===== config.mk =====
export PLATFORM = sky130hd
export DESIGN_NAME = rf215_lvds_tx_flat
export DESIGN_NICKNAME = d
export VERILOG_FILES = /design/src/rtl/rf215_lvds_tx_if.sv /design/src/rtl/rf215_lvds_tx.sv /design/src/flat_wrapper.sv
export SDC_FILE = /design/constraint.sdc
export NUM_CORES = 1
export LEC_CHECK = 0
export BUFFER_PORTS_ARGS = -buffer_cell sky130_fd_sc_hd__buf_2
export CAP_MARGIN = 20
export CORE_ASPECT_RATIO = 1.5
export CORE_MARGIN = 1.5
export CORE_UTILIZATION = 38
export DETAILED_ROUTE_END_ITERATION = 8
export SETUP_SLACK_MARGIN = 0.02
export SYNTH_ARGS = -nofsm -noshare
export SYNTH_HDL_FRONTEND = slang
export SYNTH_SLANG_ARGS = --single-unit

===== constraint.sdc =====
create_clock -name txclk -period 3.5 [get_ports txclk]
set_input_delay 0.7 -clock txclk [delete_from_list [all_inputs] [get_ports txclk]]
set_output_delay 0.7 -clock txclk [all_outputs]
set_load 0.03 [all_outputs]

===== src/rtl/rf215_lvds_tx_if.sv =====
// I/Q sample handshake into the AT86RF215 LVDS transmitter.
// The master drives a sample pair; the transmitter drives a registered ready.
interface rf215_lvds_tx_if;
    logic [12:0] i_sample;
    logic [12:0] q_sample;
    logic        sample_valid;
    logic        sample_ready;

    modport master (
        output i_sample,
        output q_sample,
        output sample_valid,
        input  sample_ready
    );

    modport slave (
        input  i_sample,
        input  q_sample,
        input  sample_valid,
        output sample_ready
    );
endinterface


===== src/rtl/rf215_lvds_tx.sv =====
// AT86RF215 LVDS I/Q serialiser: 32-bit sync-tagged frames, MSB first,
// one bit per txclk edge, with a forwarded half-rate DDR clock.
module rf215_lvds_tx (
    input  logic           txclk,
    input  logic           rst,
    input  logic           enable,
    rf215_lvds_tx_if.slave smp,
    output logic           txd,
    output logic           txclk_out,
    output logic           frame_start,
    output logic           underrun,
    output logic [15:0]    underrun_cnt
);

    typedef enum logic {IDLE, SHIFT} state_t;

    localparam logic [31:0] FILLER = {2'b10, 14'b0, 2'b01, 14'b0};

    state_t      state;
    logic [4:0]  bit_cnt;
    logic [31:0] sreg;
    logic        buf_full;
    logic [12:0] buf_i;
    logic [12:0] buf_q;

    logic        accept;
    logic        start;
    logic        wrap;
    logic        load_buf;
    logic        buf_full_nxt;
    logic [31:0] buf_frame;
    logic [31:0] next_frame;

    always_comb begin
        accept       = smp.sample_valid && smp.sample_ready;
        // Starting only while txclk_out is low puts bit 31 on its rising edge
        start        = (state == IDLE) && enable && buf_full && !txclk_out;
        wrap         = (state == SHIFT) && (bit_cnt == 5'd31);
        load_buf     = start || (wrap && enable && buf_full);
        buf_full_nxt = buf_full;
        if (accept)
            buf_full_nxt = 1'b1;
        else if (load_buf)
            buf_full_nxt = 1'b0;
        buf_frame    = {2'b10, buf_i, 1'b0, 2'b01, buf_q, 1'b0};
        next_frame   = buf_full ? buf_frame : FILLER;
    end

    // Ready tracks the next buffer state, so it is low on any load edge
    always_ff @(posedge txclk or posedge rst) begin
        if (rst) begin
            buf_full         <= 1'b0;
            smp.sample_ready <= 1'b0;
            buf_i            <= '0;
            buf_q            <= '0;
        end else begin
            buf_full         <= buf_full_nxt;
            smp.sample_ready <= !buf_full_nxt;
            if (accept) begin
                buf_i <= smp.i_sample;
                buf_q <= smp.q_sample;
            end
        end
    end

    always_ff @(posedge txclk or posedge rst) begin
        if (rst) begin
            state        <= IDLE;
            bit_cnt      <= '0;
            sreg         <= '0;
            txd          <= 1'b0;
            txclk_out    <= 1'b0;
            frame_start  <= 1'b0;
            underrun     <= 1'b0;
            underrun_cnt <= '0;
        end else begin
            txclk_out   <= !txclk_out;
            frame_start <= 1'b0;
            underrun    <= 1'b0;
            unique case (state)
                IDLE: begin
                    txd <= 1'b0;
                    if (start) begin
                        state       <= SHIFT;
                        bit_cnt     <= '0;
                        sreg        <= buf_frame;
                        txd         <= buf_frame[31];
                        frame_start <= 1'b1;
                    end
                end
                SHIFT: begin
                    if (!wrap) begin
                        sreg    <= {sreg[30:0], 1'b0};
                        txd     <= sreg[30];
                        bit_cnt <= bit_cnt + 5'd1;
                    end else if (enable) begin
                        sreg        <= next_frame;
                        txd         <= next_frame[31];
                        bit_cnt     <= '0;
                        frame_start <= 1'b1;
                        if (!buf_full) begin
                            underrun <= 1'b1;
                            if (underrun_cnt != 16'hFFFF)
                                underrun_cnt <= underrun_cnt + 16'd1;
                        end
                    end else begin
                        state   <= IDLE;
                        txd     <= 1'b0;
                        bit_cnt <= '0;
                        sreg    <= '0;
                    end
                end
                default: state <= IDLE;
            endcase
        end
    end

endmodule


===== src/flat_wrapper.sv =====
// flat-port wrapper written by rule: the top's interface ports become plain ports
module rf215_lvds_tx_flat 
  (txclk, rst, enable, txd, txclk_out, frame_start, underrun, underrun_cnt, smp_i_sample, smp_q_sample, smp_sample_valid, smp_sample_ready);
  rf215_lvds_tx_if smp_i ();
  input  logic txclk;
  input  logic rst;
  input  logic enable;
  output logic txd;
  output logic txclk_out;
  output logic frame_start;
  output logic underrun;
  output logic [15:0] underrun_cnt;
  input wire logic [$bits(smp_i.i_sample)-1:0] smp_i_sample;
  input wire logic [$bits(smp_i.q_sample)-1:0] smp_q_sample;
  input wire logic [$bits(smp_i.sample_valid)-1:0] smp_sample_valid;
  output wire logic [$bits(smp_i.sample_ready)-1:0] smp_sample_ready;
  assign smp_i.i_sample = smp_i_sample;
  assign smp_i.q_sample = smp_q_sample;
  assign smp_i.sample_valid = smp_sample_valid;
  assign smp_sample_ready = smp_i.sample_ready;
  rf215_lvds_tx u_core (.txclk(txclk), .rst(rst), .enable(enable), .smp(smp_i), .txd(txd), .txclk_out(txclk_out), .frame_start(frame_start), .underrun(underrun), .underrun_cnt(underrun_cnt));
endmodule

; Word level (Yosys, flattened, before mapping)
; Index checks and enable logic that the tools add are counted.
; Widths: inputs -> output; s select.
[word_totals]
reg_bits = 85
inputBits = 30
word_cells = 53
[classes]
add_sub_neg = 2
eq_ne = 3
n_mux = 23
bitwise_logic = 2
reduce_logical = 11
[ops]
columns = cell, n
row1 = $mux 31, 3
row2 = $pmux 31 s2, 1
row3 = $mux 30, 1
row4 = $add 16x1->16 const B, 1
row5 = $ne 16x16->1 const B, 1
row6 = $mux 1, 12
row7 = $mux 5, 2
row8 = $pmux 5 s2, 1
row9 = $logic_and 1x1->1, 7
row10 = $pmux 1 s2, 3
row11 = $add 5x1->5 const B, 1
row12 = $eq 5x5->1 const B, 1
row13 = $reduce_and 5->1, 1
row14 = $logic_not 1->1, 2
row15 = $ne 2x1->1 const B, 1
row16 = $not 1->1, 2
row17 = $logic_or 1x1->1, 1

; Depth between registers and ports, before layout
; Gate-level depths: netlist (run 1).
[depth]
word_depth = 8
depth_mapped = 8
depth_no_buf = 7

; Worst setup path after synthesis (run 1)
; OpenSTA, ideal clock, no wires.
[synth_path]
path_type = register to register
from = register u_core.bit_cnt[0]
to = register u_core.underrun_cnt[15]
setup_time_ns = 0.128
arrival_ns = 2.091
slack_ns = 1.282
stages_incl_launch_ff = 8
path_cell_list = dfrtp_1 -> ha_1 -> and3_1 -> ha_1 -> nand4b_4 -> or3_4 -> nor4_4 -> mux2_1
[synth_via]
elab_chain_len = 3
[synth_lines]
columns = element, line
row1 = "start, declared", rf215_lvds_tx.sv:20  ; logic [4:0] bit_cnt;
row2 = "start signal, assigned", rf215_lvds_tx.sv:95  ; bit_cnt <= bit_cnt + 5'd1;
row3 = $eq 5x5->1, rf215_lvds_tx.sv:38  ; wrap = (state == SHIFT) && (bit_cnt == 5'd31);
row4 = $logic_and 1x1->1, rf215_lvds_tx.sv:38
row5 = $reduce_and 5->1 (no line), n/a
row6 = "end signal, assigned", rf215_lvds_tx.sv:104  ; underrun_cnt <= underrun_cnt + 16'd1;
row7 = "end, declared", rf215_lvds_tx.sv:12  ; output logic [15:0] underrun_cnt
; Every way passes these cells.
; A chain may end at the register's enable or synchronous reset.

; Final worst setup path (run 1)
; Same ends and word-level chain as after synthesis.

==> impl_summary.txt, run 1 <==
----------------------------------------------------
[Worst setup path]
  Crit path max fanout ... 7
  Critical path's top delay family ... simple AND/OR/NAND/NOR gates
  Cell count of the worst reg-to-reg path ... 7
  Slack of the worst reg-to-reg path ... 1.08 ns
  Critical Path End Type ... register
  Buffers & Inverters on Critical Path ... 0
  Type of the worst setup path ... register to register
  Crit path largest cell delay ... 0.47 ns
  Data arrival at the endpoint of the critical path ... 2.63 ns
  Worst r2r src ... u_core.bit_cnt[0]
  Series of cell instances along the critical path ... ha_1 -> and3_1 -> ha_1 -> nand4b_4 -> or3_4 -> nor4_4 -> mux2_1
  Cell mode on critical path ... sky130_fd_sc_hd__ha_1
  Worst endpoint required time ... 3.71 ns
  Critical path startpoint category ... register
  Cell with the largest stage delay on the worst path ... sky130_fd_sc_hd__or3_4
  R2R Path End ... u_core.underrun_cnt[15]

[Route]
  Number of detailed-routing iterations run before antenna repair ... 4
  Violation count after the first detailed-routing iteration ... 124
  Wirelength per Cell ... 14.4 µm
  Detail Route Antenna Nets ... 0
  Total wire length ... 6780 µm
  Vias post-DR ... 2,466
  Via density per instance ... 5.25
  DRC violation count after routing ... 0

[Logic synthesis]
  Post-Syn Area ... about 3600 µm²
  Async S/R FF share, synth ... 100%
  Leading area contributor after synthesis ... sky130_fd_sc_hd__dfrtp_1
  Register bit total from synthesis ... 84
  Number of enable flip-flop cells after synthesis ... 0
  Average footprint of a synthesized cell ... 11.7 µm²
  Dominant synthesized flop cell ... sky130_fd_sc_hd__dfrtp_1
  Count of mapped cells out of synthesis ... 306
  Cells taking the most area after synthesis ... sky130_fd_sc_hd__dfrtp_1 (59%), sky130_fd_sc_hd__mux2_2 (8.5%), sky130_fd_sc_hd__a22oi_1 (5.5%), sky130_fd_sc_hd__o21ai_0 (4.9%), sky130_fd_sc_hd__nand2_1 (4.0%)
  Yosys warnings ... 0
  Net Count, Synth ... 339
  Number of distinct library cells after synthesis ... 37
  Post-synth top area share ... 58.9%
  Post-synthesis sequential area ratio ... 58.9%

[Place]
  Area of placed instances ... approximately 4000 µm²
  Routability congestion estimate ... 0.773
  Pre-CTS worst setup slack ... 1.07 ns
  Cell total after placement ... about 460
  Count of buffers inserted at the top-level ports ... 50
  Post-DP HPWL ... 4550 µm

[Timing]
  Final Hold Violating Endpoints ... 0
  Final number of setup-violating endpoints ... 0
  Final Max Tran Viols ... 0
  Final critical delay including setup and external delays ... 2.42 ns
  Setup total negative slack ... 0 ns
  Final worst path period share ... 69.1%
  Maximum operating frequency ... 414 MHz
  Unrepaired setup endpoints after global routing ... false
  Transition time of the tightest slew-check pin ... between 0.9 and 1 ns
  Clk_skew ... 0.00836 ns
  Max-slew headroom ... 39.7%
  Worst Slack Setup Final ... about 1.1 ns

[Global routing]
  Total global routing track utilization ... between 10% and 20%
  Overall overflow remaining after global route ... 0
  Pin count of the biggest net entering global routing ... 62
  Vias in the first global route ... 2,461
  Global-route wire length before repair ... 11,700 µm
  Initial antenna violation count ... 0

[Die]
  Core Box Area ... 9200 µm²
  FP Rows ... 43
  Number of top-level pins ... 51
  Area of the die ... ~10000 µm²
  Initial core utilization ... 38.8%
  Die Width ... 82.2 µm
  Die Span Y ... 122 µm

[Clock tree]
  CTS Buf Count ... 9
  Sinks on Clock Net ... 84
  Post-cts hold buffer count ... 0
  Later-pin clock latency in the skew report ... 0.33 ns
  Buffers inserted during post-CTS setup optimization ... 0
  Clock tree from TritonCTS ... yes
  Root buffer selected by CTS ... sky130_fd_sc_hd__clkbuf_16
  Clk slew on worst S/H paths ... 0.06 ns
  CTS resizes ... 0
  Total number of H-tree levels ... 3
  Maximum count of clock buffers along a single path ... 2

[Hold path]
  Worst hold path depth ... 2
  Hold Crit Class ... register to register
  Endpoint of the worst hold-timing path ... u_core.sreg[29]
  Min-Delay Startpoint ... u_core.sreg[29]

[Layout]
  Number of nets in the layout ... between 300 and 400
  Commonest cells after routing, fill and taps aside ... sky130_fd_sc_hd__dfrtp_1 (84), sky130_fd_sc_hd__buf_2 (50), sky130_fd_sc_hd__nand2_1 (38)
  Diodes inserted ... 0
  Fraction of final layout cells with drive strength greater than 1 ... 29.1%
  Commonest non-fill, non-tap cell in the layout ... sky130_fd_sc_hd__dfrtp_1
  Final standard cell count with taps included and fillers excluded ... 470
  Synth-to-layout area growth ... 18.4%
  Layout filler cell count ... 868
  Final std cell area, no fill ... approximately 4200 µm²

[Run status]
  Outcome ... finished clean

[Job]
  Max-capacitance violation count ... 0

[Power]
  Power Dens Cells ... 688 nW/µm²
  Largest vdd supply drop ... 0.351 mV
  Final Total Pwr ... between 0.002 and 0.003 W
  Leakage power ... 1.98 nW

----------------------------------------------------
## tightest hold or removal path, stage by stage (launching register included)
cell and delay (ns):
sky130_fd_sc_hd__dfrtp_1 0.34, sky130_fd_sc_hd__nand2_1 0.04, sky130_fd_sc_hd__o21ai_0 0.05
## cell families (layout without fill, tap and decap cells)
group	after synthesis	count (layout)	share of synthesized area, %
multiplexers	34	34	10.6
buffers and inverters	24	76	2.56
XOR/XNOR	7	7	1.72
AO/OA/AOI/OAI	75	75	13.1
flip-flops	84	84	58.9
adder cells (fa/ha/maj)	3	3	1.05
AND/OR/NAND/NOR	79	79	12.1
## worst max-delay path by stage
| stage | startpoint | to | depth (start not counted) |
|---|---|---|---|
| 6_report | u_core.bit_cnt[0] | u_core.underrun_cnt[15] | 7 |
| 5_1_grt | u_core.bit_cnt[1] | u_core.sreg[8] | 7 |
| 4_1_cts | u_core.bit_cnt[0] | u_core.underrun_cnt[15] | 7 |
| 3_5_place_dp | u_core.bit_cnt[0] | u_core.underrun_cnt[15] | 7 |
| 3_3_place_gp | u_core.bit_cnt[1] | u_core.underrun_cnt[11] | 7 |
| 2_1_floorplan | rst | u_core.bit_cnt[0] | 1 |
## power breakdown
| part | internal (W) | total, W | leakage [nW] | switching [W] |
|---|---|---|---|---|
| combinational | 0.000323 | 0.000594 | 0.790 | 0.000271 |
| sequential | 0.00130 | 0.00149 | 1.07 | 0.000197 |
| clock | 0.000484 | 0.000821 | 0.120 | 0.000337 |
## cell type report
class | count | area [µm²] | share of cell area [%]
Timing Repair Buffer | 55 | 308 | 7.28
Clock buffer | 12 | 246 | 5.83
Inverter | 9 | 35.0 | 0.829
Sequential cell | 84 | 2100 | 49.7
Multi-Input combinational cell | 198 | 1400 | 33.0
Tap cell | 112 | 140 | 3.32
## sequential cells by signal, indices dropped and copies added, names as in the netlist
name and flops:
u_core.state 1, u_core.bit_cnt 5, u_core.frame_start 1, u_core.buf_i 13, u_core.smp.sample_ready 1, u_core.sreg 30
u_core.buf_full 1, u_core.txclk_out 1, u_core.txd 1, u_core.underrun_cnt 16, u_core.buf_q 13, u_core.underrun 1
## layer usage
layer  vias up  routed length, µm  track usage [%]
met5         -                  0                0
met4         0                 98             6.67
met3         6                186             3.45
met2        34               3490             25.1
met1      1225               3010             19.2
li1       1201                  -                -
## cell usage after synthesis, types with 2 or more instances
cell type                   n
sky130_fd_sc_hd__xnor2_1    2
sky130_fd_sc_hd__nand4_1    3
sky130_fd_sc_hd__mux2_2    27
sky130_fd_sc_hd__xor2_1     5
sky130_fd_sc_hd__nand4_2    2
sky130_fd_sc_hd__nor2_1     7
sky130_fd_sc_hd__mux2i_1    3
sky130_fd_sc_hd__a31oi_1    2
sky130_fd_sc_hd__nand2_1   38
sky130_fd_sc_hd__nor4_1     2
sky130_fd_sc_hd__nor3_1     3
sky130_fd_sc_hd__nand3_1    8
sky130_fd_sc_hd__o21ai_0   35
sky130_fd_sc_hd__ha_1       3
sky130_fd_sc_hd__clkbuf_1  14
sky130_fd_sc_hd__and3_1     3
sky130_fd_sc_hd__dfrtp_1   84
sky130_fd_sc_hd__inv_1      9
sky130_fd_sc_hd__mux2_1     4
sky130_fd_sc_hd__a22oi_1   26
sky130_fd_sc_hd__a21oi_1    5
sky130_fd_sc_hd__and2_1     2
sky130_fd_sc_hd__a22o_1     4
sky130_fd_sc_hd__or2_2      2
## per-stage QoR
step | hold slack [ns] | util, %
2_1_floorplan | 0.443 | -
3_3_place_gp | 0.464 | 43.0
3_5_place_dp | 0.470 | 43.0
4_1_cts | 0.483 | 45.6
5_1_grt | 0.491 | 45.9
6_report | 0.475 | 45.9
No activity file was read; power rests on OpenSTA's default activity.
==> run 2, diff against run 1 <==
==> constraint.sdc (replaced) <==
create_clock -name txclk -period 2.5 [get_ports txclk]
set_input_delay 0.5 -clock txclk [delete_from_list [all_inputs] [get_ports txclk]]
set_output_delay 0.5 -clock txclk [all_outputs]
set_load 0.03 [all_outputs]
==> run 2 against run 1 <==
Sequential cell count is the same. Die area is the same. Clock skew shrank 0.0028 ns. Sequential share of layout area shrank 1.0 points. Clock-buffer cell count shrank 1. Final cell count grew 1.3%. Register-to-register slack lost 0.86 ns. Maximum frequency grew 6.3%. Via count grew 3.2%. Largest power group unchanged. Worst hold slack lost 0.23 ns. Design area grew 2.1%.
==> impl_summary.txt, run 2 (synthesis results as in run 1) <==
----------------------------------------------------
[Route]
  Detail Route Antenna Nets ... 0
  DRC violation count after routing ... 0
  Via density per instance ... 5.35
  Number of detailed-routing iterations run before antenna repair ... 4
  Wirelength per Cell ... 14.7 µm
  Violation count after the first detailed-routing iteration ... 125
  Total wire length ... 7020 µm
  Vias post-DR ... about 2,500

[Power]
  Leakage power ... 2.00 nW
  Power Dens Cells ... 986 nW/µm²
  Largest vdd supply drop ... 0.683 mV
  Final Total Pwr ... 0.00426 W

[Place]
  Cell total after placement ... 460
  Post-DP HPWL ... 4680 µm
  Count of buffers inserted at the top-level ports ... 50
  Routability congestion estimate ... slightly below 0.8
  Area of placed instances ... 4000 µm²

[Clock tree]
  Total number of H-tree levels ... 3
  Maximum count of clock buffers along a single path ... 2
  CTS resizes ... 0
  Root buffer selected by CTS ... sky130_fd_sc_hd__clkbuf_16
  Clock tree from TritonCTS ... yes
  Buffers inserted during post-CTS setup optimization ... 0
  Post-cts hold buffer count ... 0
  Sinks on Clock Net ... 84
  Clk slew on worst S/H paths ... 0.06 ns
  CTS Buf Count ... 9
  Later-pin clock latency in the skew report ... roughly 0.34 ns

[Timing]
  Final Hold Violating Endpoints ... 0
  Final worst path period share ... between 90% and 100%
  Unrepaired setup endpoints after global routing ... false
  Final number of setup-violating endpoints ... 0
  Setup total negative slack ... 0 ns
  Final Max Tran Viols ... 0
  Transition time of the tightest slew-check pin ... about 0.65 ns
  Max-slew headroom ... 56.7%
  Clk_skew ... 0.00551 ns
  Maximum operating frequency ... 440 MHz
  Final critical delay including setup and external delays ... 2.27 ns

[Job]
  Max-capacitance violation count ... 0

[Layout]
  Fraction of final layout cells with drive strength greater than 1 ... 31.0%
  Registers with the most flip-flops ... u_core.sreg: 30 flops, u_core.underrun_cnt: 16 flops
  Layout filler cell count ... 860
  Commonest non-fill, non-tap cell in the layout ... sky130_fd_sc_hd__dfrtp_1
  Largest register FFs ... 30
  Most flop-heavy register ... u_core.sreg
  Number of nets in the layout ... 392
  Commonest cells after routing, fill and taps aside ... sky130_fd_sc_hd__dfrtp_1 (84), sky130_fd_sc_hd__buf_2 (50), sky130_fd_sc_hd__nand2_1 (38)
  Final standard cell count with taps included and fillers excluded ... 476
  Diodes inserted ... 0
  Synth-to-layout area growth ... 20.8%
  Final std cell area, no fill ... 4320 µm²

[Worst setup path]
  Type of the worst setup path ... register to register
  Critical Path End Type ... register
  Crit path max fanout ... 6
  Critical path startpoint category ... register
  Buffers & Inverters on Critical Path ... 0
  Crit path largest cell delay ... 0.44 ns
  Worst endpoint required time ... 2.71 ns
  Critical path's top delay family ... simple AND/OR/NAND/NOR gates
  Series of cell instances along the critical path ... ha_1 -> and3_1 -> ha_2 -> nand4b_4 -> or3_4 -> nor3_1 -> mux2_1
  Cell with the largest stage delay on the worst path ... sky130_fd_sc_hd__or3_4
  Data arrival at the endpoint of the critical path ... about 2.5 ns

[Global routing]
  Vias in the first global route ... 2,467
  Pin count of the biggest net entering global routing ... 45
  Global-route wire length before repair ... 11,700 µm
  Total global routing track utilization ... 15.4%
  Overall overflow remaining after global route ... 0
  Initial antenna violation count ... 0

[Die]
  Core Box Area ... between 9000 and 10,000 µm²
  Die Span Y ... 122 µm
  Die Width ... 82.2 µm
  Initial core utilization ... 38.8%
  Number of top-level pins ... a little over 50
  FP Rows ... 43
  Area of the die ... 10000 µm²

[Hold path]
  Hold Crit Class ... primary input to asynchronous set/reset pin

[Run status]
  Outcome ... finished clean

----------------------------------------------------
run 2: metal layers:
| metal | GRT usage (%) | part of all wire, % | vias up |
|---|---|---|---|
| li1 | - | - | 1203 |
| met1 | 18.6 | 42 | 1291 |
| met2 | 25.6 | 53 | 43 |
| met3 | 4.57 | 3.5 | 8 |
| met4 | 6.04 | 1.8 | 0 |
| met5 | 0 | 0 | - |
run 2: power breakdown:
part / total (W) / leakage, nW / switching [W] / internal, W
registers: 0.00208 / 1.07 / 0.000268 / 0.00181
clock network: 0.00133 / 0.138 / 0.000526 / 0.000802
logic: 0.000847 / 0.791 / 0.000395 / 0.000452
total: 0.00426 / 2.00 / 0.00119 / 0.00307
run 2: area by class of cell:
type                       count  area (µm²)  area share, %
timing repair buffer          57         328           7.60
clock buffer                  11         243           5.62
sequential                    84        2100           48.7
tap                          112         140           3.25
multi-input combinational    198        1400           32.5
inverter                       9        37.5          0.870
clock inverter                 5        61.3           1.42
run 2: path summary, 6_finish.rpt:
check,startpoint,to,slack (ns),depth (start not counted)
min in group txclk,smp_q_sample[2],u_core.buf_q[2],0.39,2
min,rst,u_core.frame_start,0.25,2
max in group asynchronous,rst,u_core.buf_i[11],1.59,3
max,u_core.bit_cnt[0],u_core.underrun_cnt[11],0.23,7
max reg2reg,u_core.bit_cnt[0],u_core.underrun_cnt[11],0.23,7
min reg2reg,u_core.sreg[29],u_core.sreg[29],0.48,2
run 2: stage by stage:
stage	hold WS, ns	utilization (%)	worst slack (ns)
after floorplan	0.443	-	0.282
final	0.245	46.9	0.227
after CTS	0.257	46.8	0.151
after global placement	0.462	43.5	0.241
after global routing	0.290	46.9	0.0896
after detailed placement	0.472	43.5	0.160
run 2: worst register-to-register path, cell delays in order (launching register included):
cell and delay (ns):
sky130_fd_sc_hd__dfrtp_1 0.40, sky130_fd_sc_hd__ha_1 0.20, sky130_fd_sc_hd__and3_1 0.16, sky130_fd_sc_hd__ha_2 0.26, sky130_fd_sc_hd__nand4b_4 0.12, sky130_fd_sc_hd__or3_4 0.44
sky130_fd_sc_hd__nor3_1 0.23, sky130_fd_sc_hd__mux2_1 0.34
